[config.mk]
export PLATFORM = sky130hd
export DESIGN_NAME = exec_pipe
export DESIGN_NICKNAME = d
export VERILOG_FILES = /design/src/rtl/exec_pipe_pkg.sv /design/src/rtl/exec_pipe_mul_iter.sv /design/src/rtl/exec_pipe.sv
export SDC_FILE = /design/constraint.sdc
export NUM_CORES = 1
export LEC_CHECK = 0
export ABC_AREA = 0
export BUFFER_PORTS_ARGS = -buffer_cell sky130_fd_sc_hd__buf_2
export CAP_MARGIN = 25
export CORE_AREA = 2 2 162 85
export CTS_CLUSTER_SIZE = 28
export DETAILED_ROUTE_END_ITERATION = 8
export DIE_AREA = 0 0 164 87
export PLACE_DENSITY = 0.78
export SYNTH_ARGS = -nofsm -noshare
export SYNTH_HDL_FRONTEND = slang
export SYNTH_HIERARCHICAL = 1
export SYNTH_SLANG_ARGS = --single-unit
[constraint.sdc]
create_clock -name clk -period 2 [get_ports clk]
set_input_delay 0.1 -clock clk [delete_from_list [all_inputs] [get_ports clk]]
set_output_delay 0.1 -clock clk [all_outputs]
set_load 0.01 [all_outputs]
[src/rtl/exec_pipe_pkg.sv]
// Shared types for the registered execute stage: op codes, FSM states,
// branch condition encodings and the condition evaluator.
package exec_pkg;

  typedef enum logic [3:0] {
    OP_ADD   = 4'd0,
    OP_SUB   = 4'd1,
    OP_AND   = 4'd2,
    OP_OR    = 4'd3,
    OP_XOR   = 4'd4,
    OP_SLL   = 4'd5,
    OP_SRL   = 4'd6,
    OP_PASSB = 4'd7,
    OP_SEQ   = 4'd8,
    OP_SLT   = 4'd9,
    OP_MUL   = 4'd10
  } exec_op_e;

  typedef enum logic [1:0] {
    ST_IDLE,
    ST_MUL_BUSY,
    ST_MUL_DONE
  } exec_state_e;

  localparam logic [1:0] BC_EQZ = 2'b00;
  localparam logic [1:0] BC_NEZ = 2'b01;
  localparam logic [1:0] BC_LTZ = 2'b10;
  localparam logic [1:0] BC_GEZ = 2'b11;

  // Signed tests on Rs only need its zero flag and sign bit.
  function automatic logic branch_cond(input logic [1:0] cont, input logic is_zero,
                                       input logic is_neg);
    case (cont)
      BC_EQZ:  return is_zero;
      BC_NEZ:  return !is_zero;
      BC_LTZ:  return is_neg;
      default: return !is_neg;
    endcase
  endfunction

endpackage

[src/rtl/exec_pipe_mul_iter.sv]
// Iterative shift-add multiplier: one partial-product step per cycle,
// WIDTH steps per operation, low WIDTH bits of the product kept.
module mul_iter #(
  parameter int WIDTH = 16
) (
  input  logic             clk,
  input  logic             rst,
  input  logic             start,
  input  logic             abort,
  input  logic [WIDTH-1:0] a,
  input  logic [WIDTH-1:0] b,
  output logic             busy,
  output logic             done,
  output logic [WIDTH-1:0] product
);

  localparam int CW = $clog2(WIDTH);

  logic [WIDTH-1:0] mcand;
  logic [WIDTH-1:0] mplier;
  logic [WIDTH-1:0] acc;
  logic [CW-1:0]    cnt;

  // done marks the cycle whose closing edge performs the final step.
  assign done    = busy && (cnt == '0);
  assign product = acc;

  // NOTE: sequential state is assigned with <= so every register samples
  // pre-edge values; blocking = here would make the order of statements matter.
  always_ff @(posedge clk or posedge rst) begin
    if (rst) begin
      busy   <= 1'b0;
      cnt    <= '0;
      acc    <= '0;
      mcand  <= '0;
      mplier <= '0;
    end else if (abort) begin
      busy <= 1'b0;
      acc  <= '0;
    end else if (start) begin
      busy   <= 1'b1;
      cnt    <= CW'(WIDTH - 1);
      acc    <= '0;
      mcand  <= a;
      mplier <= b;
    end else if (busy) begin
      if (mplier[0]) acc <= acc + mcand;
      mcand  <= mcand << 1;
      mplier <= mplier >> 1;
      cnt    <= cnt - 1'b1;
      if (cnt == '0) busy <= 1'b0;
    end
  end

endmodule

[src/rtl/exec_pipe.sv]
// Registered execute stage with valid/ready on both sides and branch resolution.
// Define EXEC_MUL_EN to build the iterative multiplier and its MUL_BUSY/MUL_DONE states.
module exec_pipe
  import exec_pkg::*;
#(
  parameter int WIDTH = 16
) (
  input  logic             clk,
  input  logic             rst,
  input  logic             in_valid,
  output logic             in_ready,
  input  logic             flush,
  input  logic [WIDTH-1:0] data_1,
  input  logic [WIDTH-1:0] data_2,
  input  logic [WIDTH-1:0] ext_out,
  input  logic [WIDTH-1:0] seq_PC,
  input  logic             choose_branch,
  input  logic             immed,
  input  logic             update_R7,
  input  logic [3:0]       op,
  input  logic [1:0]       branch_cont,
  input  logic             branch_I,
  input  logic             branch_J,
  output logic             out_valid,
  input  logic             out_ready,
  output logic [WIDTH-1:0] ALU_out,
  output logic [WIDTH-1:0] data_2_out,
  output logic [WIDTH-1:0] branch_PC,
  output logic             branch
);

  localparam int SHW = $clog2(WIDTH);

  logic [WIDTH-1:0] b_opnd;
  logic [WIDTH-1:0] alu_res;
  logic [WIDTH-1:0] bpc_res;
  logic             br_res;
  logic             accept;
  logic             load_out;
  logic [WIDTH-1:0] alu_next;
  logic [WIDTH-1:0] d2_next;
  logic [WIDTH-1:0] bpc_next;
  logic             br_next;

  // NOTE: every always_comb output gets a default first so no path leaves it
  // unassigned, which would otherwise infer a latch.
  always_comb begin
    b_opnd  = update_R7 ? seq_PC : (immed ? ext_out : data_2);
    alu_res = '0;
    case (op)
      OP_ADD:   alu_res = data_1 + b_opnd;
      OP_SUB:   alu_res = data_1 - b_opnd;
      OP_AND:   alu_res = data_1 & b_opnd;
      OP_OR:    alu_res = data_1 | b_opnd;
      OP_XOR:   alu_res = data_1 ^ b_opnd;
      OP_SLL:   alu_res = data_1 << b_opnd[SHW-1:0];
      OP_SRL:   alu_res = data_1 >> b_opnd[SHW-1:0];
      OP_PASSB: alu_res = b_opnd;
      OP_SEQ:   alu_res = {{(WIDTH-1){1'b0}}, data_1 == b_opnd};
      OP_SLT:   alu_res = {{(WIDTH-1){1'b0}}, $signed(data_1) < $signed(b_opnd)};
      default:  alu_res = '0;
    endcase
  end

  assign bpc_res = ext_out + (choose_branch ? data_1 : seq_PC);
  assign br_res  = (branch_I & branch_cond(branch_cont, data_1 == '0, data_1[WIDTH-1]))
                 | branch_J;

`ifdef EXEC_MUL_EN
  exec_state_e      state;
  logic             start_mul;
  logic             mul_load;
  logic             mul_busy;
  logic             mul_done;
  logic [WIDTH-1:0] mul_prod;
  logic [WIDTH-1:0] hold_d2;
  logic [WIDTH-1:0] hold_bpc;
  logic             hold_br;

  assign in_ready  = (state == ST_IDLE) && !flush && (!out_valid || out_ready);
  assign accept    = in_valid && in_ready;
  assign start_mul = accept && (op == OP_MUL);
  assign mul_load  = (state == ST_MUL_DONE) && !flush && (!out_valid || out_ready);
  assign load_out  = (accept && (op != OP_MUL)) || mul_load;

  // A finishing MUL presents the side fields captured when it was accepted.
  assign alu_next = mul_load ? mul_prod : alu_res;
  assign d2_next  = mul_load ? hold_d2  : data_2;
  assign bpc_next = mul_load ? hold_bpc : bpc_res;
  assign br_next  = mul_load ? hold_br  : br_res;

  mul_iter #(.WIDTH(WIDTH)) u_mul (
    .clk     (clk),
    .rst     (rst),
    .start   (start_mul),
    .abort   (flush),
    .a       (data_1),
    .b       (b_opnd),
    .busy    (mul_busy),
    .done    (mul_done),
    .product (mul_prod)
  );

  always_ff @(posedge clk or posedge rst) begin
    if (rst) begin
      state    <= ST_IDLE;
      hold_d2  <= '0;
      hold_bpc <= '0;
      hold_br  <= 1'b0;
    end else if (flush) begin
      state <= ST_IDLE;
    end else begin
      case (state)
        ST_IDLE: if (start_mul) begin
          state    <= ST_MUL_BUSY;
          hold_d2  <= data_2;
          hold_bpc <= bpc_res;
          hold_br  <= br_res;
        end
        ST_MUL_BUSY: begin
          if (mul_done)      state <= ST_MUL_DONE;
          else if (!mul_busy) state <= ST_IDLE;
        end
        ST_MUL_DONE: if (mul_load) state <= ST_IDLE;
        default: state <= ST_IDLE;
      endcase
    end
  end
`else
  assign in_ready = !flush && (!out_valid || out_ready);
  assign accept   = in_valid && in_ready;
  assign load_out = accept;
  assign alu_next = alu_res;
  assign d2_next  = data_2;
  assign bpc_next = bpc_res;
  assign br_next  = br_res;
`endif

  always_ff @(posedge clk or posedge rst) begin
    if (rst) begin
      out_valid  <= 1'b0;
      ALU_out    <= '0;
      data_2_out <= '0;
      branch_PC  <= '0;
      branch     <= 1'b0;
    end else if (flush) begin
      out_valid <= 1'b0;
    end else if (load_out) begin
      out_valid  <= 1'b1;
      ALU_out    <= alu_next;
      data_2_out <= d2_next;
      branch_PC  <= bpc_next;
      branch     <= br_next;
    end else if (out_ready) begin
      out_valid <= 1'b0;
    end
  end

endmodule

Word level (Yosys, flattened, before mapping)

Index checks and enable logic that the tools add are counted.

Output and inout port bits: 51
Bits in registers: 50

$add $sub $neg: 3
Mux-type cells: 8
Bitwise operators: 6
Shift-type cells: 2
$lt $le $gt $ge: 1
Reduce and logical (&&, ||, !) cells: 12
Equal/unequal tests: 12

Operators by type and width:

| cell               | count |
|---|---|
| $pmux 16 s10       | 1 |
| $mux 16            | 3 |
| $add 16x16->16     | 2 |
| $and 16x16->16     | 1 |
| $eq 16x16->1       | 1 |
| $eq 4x3->1 const B | 4 |
| $logic_not 16->1   | 1 |
| $lt 16x16->1       | 1 |
| $or 16x16->16      | 1 |
| $shl 16x4->16      | 1 |
| $shr 16x4->16      | 1 |
| $sub 16x16->16     | 1 |
| $xor 16x16->16     | 1 |
| $eq 4x2->1 const B | 2 |
| $eq 4x4->1 const B | 2 |
| $eq 4x1->1 const B | 1 |
| $logic_not 1->1    | 4 |
| $logic_not 4->1    | 1 |
| $mux 1             | 3 |
| $pmux 1 s3         | 1 |
| $reduce_bool 3->1  | 1 |
| $eq 2x1->1 const B | 1 |
| $eq 2x2->1 const B | 1 |
| $logic_and 1x1->1  | 2 |
| other kinds (6)    | 6 |

Logic depth before layout (Yosys ltp)

Depth in word-level cells: 6
Depth in mapped cells: 17

Least setup slack after synthesis

OpenSTA, ideal clock, no wires.

Path kind: input to register
Start point: input port immed
End point: register ALU_out[13]
Library setup time: 0.121 ns
Required time: 1.879 ns
Buffers on the path: 4
Setup slack: -1.430 ns
Data arrival time: 3.309 ns
Stages: 15
Cells stage by stage: buf_6 > mux2i_1 > o21a_1 > buf_2 > buf_1 > clkbuf_1 > ha_1 > or2_2 > o2111ai_1 > nand3_1 > a31oi_1 > nor4_1 > a2111oi_0 > o211ai_1 > a22o_1

Longest elaborated chain between the ends: 4
Elaborated cells between the ends (all ways): 10
Those cells by class: 2 x add/sub; 2 x shift; 3 x mux; 3 x bitwise

Ends and longest elaborated chain:

| element                                      | RTL line         | text |
|---|---|---|
| start: declaration                           | exec_pipe.sv:18  | `input logic immed,` |
| $mux 16 (*) (2 in a row)                     | exec_pipe.sv:48  | `b_opnd = update_R7 ? seq_PC : (immed ? ext_out : data_2);` |
| $sub 16x16->16, or another cell as far along | exec_pipe.sv:52  | `OP_SUB: alu_res = data_1 - b_opnd;` |
| $pmux 16 s10 (*)                             | exec_pipe.sv:50  | `case (op)` |
| end signal: assignment                       | exec_pipe.sv:150 | `ALU_out <= alu_next;` |
| end: declaration                             | exec_pipe.sv:26  | `output logic [WIDTH-1:0] ALU_out,` |

Every way passes the cells marked *; elsewhere a longest branch is shown, timed or not.
A chain may end at the register's enable or synchronous reset.

Worst setup path after layout

Start point: input port immed
End point: register ALU_out[14]

The elaborated chain is that of the path after synthesis.

==> results list <==
* Latest clock arrival within the worst-skew pair: 0.31 ns
- After clock tree synthesis, the clock-pin slew on the worst setup and hold paths is 0.08 ns.
* Top routing layer in use: met4
- Initial antenna violation count: 1
* CTS tree: yes
- In this run, CTS created clock tree buffers numbering 5.
- Arrival @ worst endpoint: 2.86 ns
- Number of distinct library cell variants in the gate-level netlist after synthesis: 75
- Number of nets at the end of the flow: 1408
- At the end of the flow the core is filled with cells to 83.5%.
* Worst Setup Slack post-DPL: -1.14 ns
- The clock net in this run drives a total of 50 sinks.
* Average footprint of a synthesized cell: 7.82 sq um
- Remaining antenna violation count after routing: 0
* Count of warnings emitted by yosys: 6
- The floorplan has 30 rows.
- Required time of the worst setup path: 2.21 ns
- Result of the run: finished with violations
* Unrepaired setup endpoints after global routing: true
- Number of violations of the max-capacitance limit: 0
- At the pin with the least slew margin, the transition time is 1.01 ns.
- Type of the tightest min-delay check: in2reg
- Total chip power: 5.93 mW
- After detailed routing, the total wire length is 34000 um.
* Sequential fraction of the synthesis area: 18.0%
* X dimension of the die: 164 um
- Height of the chip: 87 um
* Setup WS post-layout: -0.651 ns
* Period utilization: 133%
- During I/O placement, the number of pins put on the boundary was 131.
* Gate count after technology mapping: 888
- Measured against its own limit, the worst slew margin works out to 32.3%.
- DRC violation count after routing: 0
* Effective utilization at floorplan: 53.3%
- Count of flip-flops with a built-in enable after synthesis: 0
- Skew final: 0.0103 ns
* Area growth from synthesis to final layout: 56.7%
* CP endpoint kind: flip-flop
- Timing would allow up to 377 MHz.
* Count of final max-slew check failures: 0
- Total leakage power: 5.24 nW
- The final reports fail on negative setup slack.
- Wire segments on met2 add up to 13800 um in the final route.
- Final setup violation count: 21
- The number of global-route vias before repair is 8659.
* Share of the synthesized area in the top cell type: 18.0%
* Area of the core: 13000 sq um
- Critical path peak fanout: 6
* Wire length of the first global-routing pass: 49000 um
* Largest net degree at the start of global routing: 47
- In this run the cell area measured after placement is 9860 sq um.
- HPWL after DPL: 25400 um
- The worst setup path is launched from an input pin.
- The first routing iteration left 1411 violations.
- The worst path in the final design needs a cycle of 2.65 ns, including I/O delays and setup.
* Antenna diodes: 0
- Hold slack: 0.0493 ns
- Finished Layout Cells: 1437
- Routability cong.: 1.07
- For flop-to-flop paths, the worst setup slack is -0.07 ns.
- Total standard cell area after synthesis: 6940 sq um
* Nets in the synthesized netlist: 1036
- The detailed router placed 9244 vias in this run.
- Most frequently used flop master after synthesis: sky130_fd_sc_hd__dfrtp_1
- The clock tree synthesis step divided the H-tree into 2 levels.
- After detailed routing, the average wire length per cell comes to 23.6 um.
- Dividing the detail-routed via count by the number of cells gives 6.43.
- Routed length on met1: 14000 um
- Dividing total power by cell area gives a power density of 545 nW/um^2.
* Cell total after placement: 1407
* CTS root buffer: sky130_fd_sc_hd__clkbuf_16
* Number of port buffers: 130
- The first TritonRoute pass finished after 8 iterations.
* Maximum vdd drop: 0.391 mV
* Final hold violation count: 0
* GRT Total Usage: 45.3%
- The die covers 14300 sq um.
* Final design area excluding fillers: 10900 sq um
* Accumulated negative setup slack: -6.89 ns
* Wire length on met3: 5010 um
- Share of layout cells above drive strength 1: 46.5%
* Total congestion overflow: 0
- Async S/R FF share, synth: 100%
- Register bit count reported by yosys: 50
- Cell types occupying the most area after synthesis: sky130_fd_sc_hd__dfrtp_1 18%, sky130_fd_sc_hd__ha_1 12%, sky130_fd_sc_hd__mux2i_1 9.7%, sky130_fd_sc_hd__mux2_2 5.8%, sky130_fd_sc_hd__o21ai_0 4.8%
- The critical path in this run is classified as in2reg.
- Longest Clk Path Bufs: 2
- Cell taking the most area after synthesis: sky130_fd_sc_hd__dfrtp_1
final timing paths:
| check | endpoint | from | cells past startpoint |
|---|---|---|---|
| min in group asynchronous | data_2_out[0] | rst | 3 |
| worst min register to register | branch_PC[12] | branch_PC[12] | 2 |
| worst min-delay path | data_2_out[15] | data_2[15] | 2 |
| max in group asynchronous | data_2_out[15] | rst | 4 |
| worst max-delay path | ALU_out[14] | immed | 15 |
| worst max register to register | ALU_out[0] | out_valid | 7 |
power breakdown:
part	switching (mW)	internal (mW)	leakage [nW]
combinational	1.89	1.67	4.54
clock	0.467	0.594	0.0771
sequential	0.114	1.19	0.627
synth_stat cells, types with 4 or more instances:
cell and number:
sky130_fd_sc_hd__nor2_1 79, sky130_fd_sc_hd__nand2_1 76, sky130_fd_sc_hd__mux2i_1 67, sky130_fd_sc_hd__o21ai_0 66, sky130_fd_sc_hd__ha_1 65, sky130_fd_sc_hd__dfrtp_1 50, sky130_fd_sc_hd__inv_1 49, sky130_fd_sc_hd__a21oi_1 48
sky130_fd_sc_hd__clkbuf_1 46, sky130_fd_sc_hd__mux2_2 36, sky130_fd_sc_hd__nor3_1 18, sky130_fd_sc_hd__o211ai_1 17, sky130_fd_sc_hd__a31oi_1 16, sky130_fd_sc_hd__nand3_1 16, sky130_fd_sc_hd__a221oi_1 13, sky130_fd_sc_hd__xor2_1 12
sky130_fd_sc_hd__a211oi_1 11, sky130_fd_sc_hd__a22oi_1 10, sky130_fd_sc_hd__buf_2 10, sky130_fd_sc_hd__nand2b_1 10, sky130_fd_sc_hd__nor4_1 10, sky130_fd_sc_hd__xnor2_1 10, sky130_fd_sc_hd__a21o_1 9, sky130_fd_sc_hd__nor2b_1 9
sky130_fd_sc_hd__and3_1 8, sky130_fd_sc_hd__and2_1 7, sky130_fd_sc_hd__o21a_1 7, sky130_fd_sc_hd__o221ai_1 7, sky130_fd_sc_hd__a311oi_1 6, sky130_fd_sc_hd__a22o_1 5, sky130_fd_sc_hd__o31a_1 5, sky130_fd_sc_hd__o31ai_1 5
sky130_fd_sc_hd__or3_1 5, sky130_fd_sc_hd__o21bai_1 4, sky130_fd_sc_hd__o32ai_1 4, sky130_fd_sc_hd__or2_2 4
kinds of logic after synthesis:
kind of cell	after synthesis	share of synthesized area, %
multiplexers	104	15.8
flip-flops	50	18.0
adder cells (fa/ha/maj)	68	12.6
buffers and inverters	114	6.62
AND/OR/NAND/NOR	256	17.2
AO/OA/AOI/OAI	274	27.0
XOR/XNOR	22	2.78
worst max-delay path, stage by stage:
cell and delay, ns:
sky130_fd_sc_hd__buf_12 0.12, sky130_fd_sc_hd__mux2i_2 0.16, sky130_fd_sc_hd__o21a_1 0.21, sky130_fd_sc_hd__inv_2 0.10, sky130_fd_sc_hd__buf_6 0.11, sky130_fd_sc_hd__ha_4 0.13
sky130_fd_sc_hd__fa_2 0.21, sky130_fd_sc_hd__o21bai_1 0.09, sky130_fd_sc_hd__a21oi_2 0.31, sky130_fd_sc_hd__nor2_4 0.09, sky130_fd_sc_hd__o41ai_4 0.40, sky130_fd_sc_hd__a211oi_2 0.15
sky130_fd_sc_hd__a221oi_2 0.34, sky130_fd_sc_hd__xnor2_1 0.10, sky130_fd_sc_hd__o311ai_1 0.23
flip-flops by register name, indices dropped and copies added (netlist names):
| name | flops |
|---|---|
| data_2_out | 16 |
| ALU_out | 16 |
| out_valid | 1 |
| branch_PC | 16 |
| branch | 1 |
routing by layer:
metal	vias to the layer above	GRT usage (%)
met1	4316	63.2
met3	165	14.9
met2	741	67.2
met5	-	0
met4	0	11.6
li1	4022	-
cell type report:
type                            count  area [sq um]
Clock buffer                        6           129
Clock inverter                      2          37.5
Timing Repair Buffer              428          3100
Sequential cell                    50          1250
Tap cell                          176           220
Fill cell                         832          2150
Multi-Input combinational cell    724          5940
Inverter                           51           194
placed cells by master (no fill, tap or decap), types with 10 or more instances in the layout:
| cell type | synthesis | routed |
|---|---|---|
| sky130_fd_sc_hd__dfrtp_1 | 50 | 50 |
| sky130_fd_sc_hd__a22oi_1 | 10 | 10 |
| sky130_fd_sc_hd__nand3_1 | 16 | 14 |
| sky130_fd_sc_hd__inv_1 | 49 | 42 |
| sky130_fd_sc_hd__mux2_2 | 36 | 31 |
| sky130_fd_sc_hd__o211ai_1 | 17 | 17 |
| sky130_fd_sc_hd__buf_4 | 3 | 270 |
| sky130_fd_sc_hd__mux2i_1 | 67 | 61 |
| sky130_fd_sc_hd__nand2_1 | 76 | 74 |
| sky130_fd_sc_hd__nor3_1 | 18 | 12 |
| sky130_fd_sc_hd__a21oi_1 | 48 | 40 |
| sky130_fd_sc_hd__buf_6 | 1 | 21 |
| sky130_fd_sc_hd__o21ai_0 | 66 | 35 |
| sky130_fd_sc_hd__buf_2 | 10 | 125 |
| sky130_fd_sc_hd__a31oi_1 | 16 | 12 |
| sky130_fd_sc_hd__ha_1 | 65 | 47 |
| sky130_fd_sc_hd__nor2_1 | 79 | 76 |
| sky130_fd_sc_hd__ha_4 | 0 | 16 |
| sky130_fd_sc_hd__xor2_1 | 12 | 12 |
| sky130_fd_sc_hd__o21ai_1 | 1 | 24 |
timing repair:
action,CTS,global route
pin swaps,52,21
gates resized for setup,113,38
hold buffers,2,0
endpoints found under the hold margin,23,0
setup buffers,18,6
endpoints found under the setup margin,34,35
Note: power is estimated with default switching activity, not from simulation.
